`src/rtl/uart_packet_tx.sv`:
```
// uart_packet_tx: FIFO-buffered UART transmitter (8N2, LSB first) that closes each packet with an idle gap.
// Define UART_PKT_TX_PARITY_EN to insert an even-parity bit, giving 8E2 frames.
module uart_packet_tx #(
  parameter int unsigned CLK_FREQ   = 100000000,
  parameter int unsigned BAUD       = 115200,
  parameter int unsigned FIFO_DEPTH = 16,
  parameter int unsigned GAP_BITS   = 8
) (
  input  logic                          clk,
  input  logic                          rst_n,
  input  logic [7:0]                    in_data,
  input  logic                          in_last,
  input  logic                          in_valid,
  output logic                          in_ready,
  output logic                          TxD,
  output logic                          busy,
  output logic                          pkt_done,
  output logic [$clog2(FIFO_DEPTH):0]   fifo_count
);

  localparam int unsigned DIV     = (CLK_FREQ + BAUD / 2) / BAUD;
  localparam int unsigned AW      = $clog2(FIFO_DEPTH);
  localparam int unsigned CW      = $clog2(DIV);
  localparam int unsigned BIT_MAX = (GAP_BITS > 8) ? GAP_BITS : 8;
  localparam int unsigned BW      = $clog2(BIT_MAX);
  localparam logic [AW:0] FULL_COUNT = (AW + 1)'(FIFO_DEPTH);

  if (DIV < 2) begin : g_bad_div
    $error("uart_packet_tx: bit period DIV must be >= 2");
  end
  if (FIFO_DEPTH < 2 || (FIFO_DEPTH & (FIFO_DEPTH - 1)) != 0) begin : g_bad_depth
    $error("uart_packet_tx: FIFO_DEPTH must be a power of 2 and >= 2");
  end
  if (GAP_BITS < 1) begin : g_bad_gap
    $error("uart_packet_tx: GAP_BITS must be >= 1");
  end

  typedef enum logic [2:0] {
    IDLE,
    START,
    DATA,
`ifdef UART_PKT_TX_PARITY_EN
    PARITY,
`endif
    STOP,
    GAP
  } state_t;

  // FIFO entries hold {last, data}
  logic [8:0]    mem [FIFO_DEPTH];
  logic [AW-1:0] wr_ptr;
  logic [AW-1:0] rd_ptr;
  logic [AW:0]   count;
  logic [8:0]    head;
  logic          push;
  logic          pop;
  logic          nonempty;

  state_t        state;
  logic [CW-1:0] cnt;
  logic [BW-1:0] bits;
  logic [7:0]    shift;
  logic          last_flag;
  logic          done_pre;
  logic          period_end;
  logic          stop_done;
  logic          line_bit;
`ifdef UART_PKT_TX_PARITY_EN
  logic          parity;
`endif

  assign in_ready   = (count != FULL_COUNT);
  assign nonempty   = (count != '0);
  assign push       = in_valid & in_ready;
  assign head       = mem[rd_ptr];
  assign fifo_count = count;

  assign period_end = (cnt == CW'(DIV - 1));
  assign stop_done  = (state == STOP) && period_end && (bits == BW'(1));
  // Pop from IDLE, or at the end of stop bits when the packet is still open (back-to-back)
  assign pop        = nonempty && ((state == IDLE) || (stop_done && !last_flag));

  always_ff @(posedge clk) begin
    if (push) mem[wr_ptr] <= {in_last, in_data};
  end

  always_ff @(posedge clk or negedge rst_n) begin
    if (!rst_n) begin
      wr_ptr <= '0;
      rd_ptr <= '0;
      count  <= '0;
    end else begin
      if (push) wr_ptr <= wr_ptr + 1'b1;
      if (pop)  rd_ptr <= rd_ptr + 1'b1;
      case ({push, pop})
        2'b10:   count <= count + 1'b1;
        2'b01:   count <= count - 1'b1;
        default: count <= count;
      endcase
    end
  end

  always_comb begin
    line_bit = 1'b1;
    case (state)
      START:   line_bit = 1'b0;
      DATA:    line_bit = shift[0];
`ifdef UART_PKT_TX_PARITY_EN
      PARITY:  line_bit = parity;
`endif
      default: line_bit = 1'b1;
    endcase
  end

  // Outputs are registered from the current state, so the line trails the state by one clock
  always_ff @(posedge clk or negedge rst_n) begin
    if (!rst_n) begin
      state     <= IDLE;
      cnt       <= '0;
      bits      <= '0;
      shift     <= '0;
      last_flag <= 1'b0;
      done_pre  <= 1'b0;
      TxD       <= 1'b1;
      busy      <= 1'b0;
      pkt_done  <= 1'b0;
`ifdef UART_PKT_TX_PARITY_EN
      parity    <= 1'b0;
`endif
    end else begin
      TxD      <= line_bit;
      busy     <= (state != IDLE) || done_pre;
      pkt_done <= done_pre;
      done_pre <= 1'b0;
      cnt      <= period_end ? '0 : cnt + 1'b1;

      if (pop) begin
        shift     <= head[7:0];
        last_flag <= head[8];
`ifdef UART_PKT_TX_PARITY_EN
        parity    <= ^head[7:0];
`endif
      end

      case (state)
        IDLE: begin
          cnt  <= '0;
          bits <= '0;
          if (nonempty) state <= START;
        end
        START: begin
          if (period_end) begin
            bits  <= '0;
            state <= DATA;
          end
        end
        DATA: begin
          if (period_end) begin
            shift <= {1'b0, shift[7:1]};
            if (bits == BW'(7)) begin
              bits  <= '0;
`ifdef UART_PKT_TX_PARITY_EN
              state <= PARITY;
`else
              state <= STOP;
`endif
            end else begin
              bits <= bits + 1'b1;
            end
          end
        end
`ifdef UART_PKT_TX_PARITY_EN
        PARITY: begin
          if (period_end) begin
            bits  <= '0;
            state <= STOP;
          end
        end
`endif
        STOP: begin
          if (period_end) begin
            if (bits == BW'(1)) begin
              bits <= '0;
              if (last_flag)     state <= GAP;
              else if (nonempty) state <= START;
              else               state <= IDLE;
            end else begin
              bits <= bits + 1'b1;
            end
          end
        end
        GAP: begin
          if (period_end) begin
            if (bits == BW'(GAP_BITS - 1)) begin
              bits     <= '0;
              done_pre <= 1'b1;
              state    <= IDLE;
            end else begin
              bits <= bits + 1'b1;
            end
          end
        end
        default: state <= IDLE;
      endcase
    end
  end

endmodule

```
`config.mk`:
```
export PLATFORM = sky130hd
export DESIGN_NAME = uart_packet_tx
export DESIGN_NICKNAME = d
export VERILOG_FILES = /design/src/rtl/uart_packet_tx.sv
export SDC_FILE = /design/constraint.sdc
export NUM_CORES = 1
export LEC_CHECK = 0
export CAP_MARGIN = 15
export CORE_ASPECT_RATIO = 0.6
export CORE_UTILIZATION = 60
export CTS_CLUSTER_DIAMETER = 60
export DETAILED_ROUTE_END_ITERATION = 6
export GPL_TIMING_DRIVEN = 1
export PLACE_DENSITY_LB_ADDON = 0.12
export SKIP_CTS_REPAIR_TIMING = 1
export SLEW_MARGIN = 20
export SYNTH_ARGS = -nofsm -noshare
export SYNTH_HDL_FRONTEND = slang
export SYNTH_SLANG_ARGS = --single-unit
```
`constraint.sdc`:
```
create_clock -name clk -period 2.9 [get_ports clk]
set_input_delay 0.58 -clock clk [delete_from_list [all_inputs] [get_ports clk]]
set_output_delay 0.58 -clock clk [all_outputs]
set_load 0.01 [all_outputs]
```
==> Flow_metrics.wiki, run 1 <==
{| class="wikitable"
! Metric !! Value
|-
| Outcome || finished clean
|-
| Leading register cell type out of synthesis || edfxtp_1
|-
| Max-Cap Viols || 0
|-
| Deepest clock path buffer count || 2
|-
| Yosys warns || 0
|-
| Nets in the synthesized netlist || 503
|-
| Data required time of the critical path || between 3 and 4 ns
|-
| Layout area overhead || 14.2%
|-
| Post-synthesis register bit count || about 190
|-
| Crit Path Category || flop to flop
|-
| Master cell of the clock root buffer || clkbuf_16
|-
| Cts bufs inserted || 17
|-
| Post-DR vias/cell || just over 6
|-
| Clk network pwr share || between 30% and 40%
|-
| Clock latency reported for the late side of the worst-skew pair || 0.42 ns
|-
| Cell internal power dissipation || approximately 4700 µW
|-
| Maximum operating frequency || between 300 and 400 MHz
|-
| Async set-or-reset flop fraction in the synthesized netlist || 22.6%
|-
| Final Skew || around 0.011 ns
|-
| Total wirelength of the detailed-routed design || 15.7 mm
|-
| First-pass GRT wire length || ~25 mm
|-
| Number of failing setup endpoints in the final timing report || 0
|-
| Headroom to the max-slew limit || between 30% and 40%
|-
| Placeable core region || 12,300 µm²
|-
| Library cell with the largest summed area after synthesis || edfxtp_1
|-
| Relative contribution of combinational cells to total power || between 10% and 20%
|-
| Vias in the first global route || between 4,000 and 5,000
|-
| Fin. Hold Viols || 0
|-
| Path class of the lowest-slack min-delay path || primary input to async pin
|-
| Congestion Overflow GR || 0
|-
| Worst Max-Slew Pin Slew || 0.948 ns
|-
| DR WL/cell || approximately 22 µm
|-
| Final worst-path setup slack || roughly 0.17 ns
|-
| Fin Setup TNS || 0 ns
|-
| Sequential share of power || between 50% and 60%
|-
| Fraction of the yosys area taken by sequential cells || approximately 69%
|-
| Pin count of the biggest net entering global routing || 43
|-
| PortBufs || 20
|-
| Net switching fraction of the power || 24.8%
|-
| Post-route antenna net violation count || 0
|-
| Main area contributors after synthesis || edfxtp_1 56%, dfrtp_1 13%, mux4_2 8.1%, mux2i_1 2.7%, ha_1 1.9%
|-
| Clock tree from TritonCTS || built
|-
| Power density of the placed cells || 706 nW/µm²
|-
| Post-DP HPWL || between 10 and 15 mm
|-
| Startpoint type of the worst setup path || flop
|-
| Worst ir drop on vdd || ~0.43 mV
|-
| Clock Pin Slew Worst Setup and Hold Paths || about 0.07 ns
|-
| Switching power total || 1560 µW
|-
| Number of inserted diodes || 0
|-
| Synth Instances || approximately 480
|-
| Total vias in the final route || around 4,300
|-
| Residual DRC || 0
|-
| Final Critical Period || approximately 2.7 ns
|-
| Htree depth || 4
|-
| Worst slack at placement || about 0.13 ns
|-
| Num Clock Sinks || 186
|-
| Cell variety after synth || 53
|-
| Portion of the clock cycle consumed by the worst path in the final layout || 94.2%
|-
| Cell leakage power || roughly 0.0032 µW
|-
| Worst slack on hold paths || between 0.3 and 0.4 ns
|-
| Floorplan row count || 31
|-
| Placer Congestion || 0.847
|-
| Total routing usage reported by global routing || about a quarter
|-
| Worst Setup End Kind || flop
|-
| Starting utilization of the core area || between 60% and 70%
|-
| Number of antenna violations at the first check in global routing || 0
|-
| Worst-path maximum fanout || 6
|-
| IO Pins || 21
|-
| Number of synthesized flops with an enable pin || about 140
|-
| Die width || roughly 150 µm
|-
| Average cell area after synthesis || roughly 16 µm²
|-
| Net count of the finished layout || approximately 550
|-
| Total Die Area || between 10,000 and 15,000 µm²
|-
| Fraction of final layout cells sized beyond drive strength 1 || slightly below 20%
|-
| TritonRoute pass-1 iters || 6
|-
| Die Span Y || roughly 90 µm
|-
| DRT iter0 DRCs || 420
|-
| Arrival time of data at the critical path endpoint || between 3 and 4 ns
|-
| Total standard cell area after synthesis || just under 8000 µm²
|-
| Fraction of synthesized cell area taken by the top area cell type || 55.6%
|-
| Final slew viol count || 0
|-
| Unrepaired setup endpoints after global routing || no
|}
==> cell usage after synthesis (all sizes together) (5+ instances only) <==
library cell / number
xor2: 7
mux4: 28
nor2: 31
nand3: 10
nand2: 28
nand2b: 8
o311ai: 7
dfrtp: 41
o22ai: 5
xnor2: 13
clkbuf: 7
ha: 12
inv: 16
buf: 17
nor3: 10
a21oi: 6
edfxtp: 144
mux2i: 21
mux2: 5
o21ai: 8
==> metal layers <==
metal,global-route usage [%],vias to the layer above,part of all wire (%)
met5,0,-,0
met4,7.31,0,0.84
met3,3.81,12,7.2
met2,38.4,193,46
met1,39.7,2199,46
li1,-,1933,-
==> cells in the final DEF (no fill, tap or decap), drive strengths merged, types with 19 or more instances in the layout <==
master	Yosys	routed
buf	17	32
nand2	28	28
edfxtp	144	144
dfrtp	41	41
clkdlybuf4s50	0	19
inv	16	21
nor2	31	31
clkbuf	7	22
mux2i	21	21
mux4	28	28
==> power groups by stage <==
stage / Combinational (µW) / Sequential (µW) / Clock [µW]
6_report: 729 / 3310 / 2240
5_1_grt: 782 / 3330 / 2370
4_1_cts: 730 / 3310 / 2260
3_5_place_dp: 720 / 3360 / 0
3_3_place_gp: 699 / 3340 / 0
2_1_floorplan: 440 / 3300 / 0
==> cell families after synthesis <==
family | synth area share [%]
muxes | 11.5
adders and majority gates | 2.07
and+or+nand+nor | 7.54
DFF | 69.1
xor gates and xnor gates | 2.25
AOI/OAI and AO/OA | 4.99
buffers and inverters | 2.51
==> per-stage QoR <==
step                cells  total power [µW]  util [%]  instance area (µm²)
floorplan             479              3740         -                 7780
finish                703              6270      72.0                 8880
CTS                   703              6300      72.0                 8880
global route          703              6480      72.0                 8880
detailed placement    671              4080      67.2                 8290
global placement      671              4040      67.2                 8290
==> final timing paths <==
path                       startpoint             to  slack, ns  cells past startpoint
setup / recovery               cnt[0]  fifo_count[4]       0.17                     12
hold / removal                  rst_n         cnt[5]       0.31                      1
hold reg to reg              done_pre       pkt_done       0.37                      0
min in group clk             done_pre       pkt_done       0.37                      0
setup reg to reg               cnt[0]  fifo_count[4]       0.17                     12
max in group asynchronous       rst_n      rd_ptr[0]       1.94                      1
==> final cells by class <==
type / count / area [µm²]
Multi-Input combinational cell: 253 / 2220
Sequential cell: 186 / 5380
Fill cell: 763 / 3450
Tap cell: 165 / 206
Clock buffer: 22 / 507
Inverter: 16 / 60.1
Timing Repair Buffer: 51 / 440
Clock inverter: 10 / 76.3
==> critical path: stages, from the launching register on <==
cell	delay, ns
dfrtp_1	0.39
ha_1	0.21
nor3b_2	0.24
nand4_1	0.25
o2bb2ai_4	0.25
ha_2	0.28
xor2_1	0.10
ha_1	0.23
nand3b_1	0.10
o21ai_0	0.11
a222oi_1	0.24
nor2_1	0.09
xnor2_1	0.12
==> state kept, by name, indices dropped and copies added, names as in the netlist, 3 cells and up <==
signal / cells
state: 3
bits: 3
cnt: 10
fifo_count: 5
wr_ptr: 4
mem: 144
shift: 8
rd_ptr: 4
(Power assumes the default switching activity.)
==> run 2: changes to the inputs <==
--- a/config.mk
+++ b/config.mk
@@ -12,7 +12,6 @@
 export DETAILED_ROUTE_END_ITERATION = 6
 export GPL_TIMING_DRIVEN = 1
 export PLACE_DENSITY_LB_ADDON = 0.12
-export SKIP_CTS_REPAIR_TIMING = 1
 export SLEW_MARGIN = 20
 export SYNTH_ARGS = -nofsm -noshare
 export SYNTH_HDL_FRONTEND = slang
==> results of run 2 <==
Final layout, timing and power as in run 1 (identical DEF).
==> run 3: changes to the inputs <==
--- a/config.mk
+++ b/config.mk
@@ -10,7 +10,9 @@
 export CORE_UTILIZATION = 60
 export CTS_CLUSTER_DIAMETER = 60
 export DETAILED_ROUTE_END_ITERATION = 6
+export GPL_ROUTABILITY_DRIVEN = 0
 export GPL_TIMING_DRIVEN = 1
+export HOLD_SLACK_MARGIN = 0.1
 export PLACE_DENSITY_LB_ADDON = 0.12
 export SLEW_MARGIN = 20
 export SYNTH_ARGS = -nofsm -noshare
==> results of run 3 <==
Final layout, timing and power as in run 1 (identical DEF).
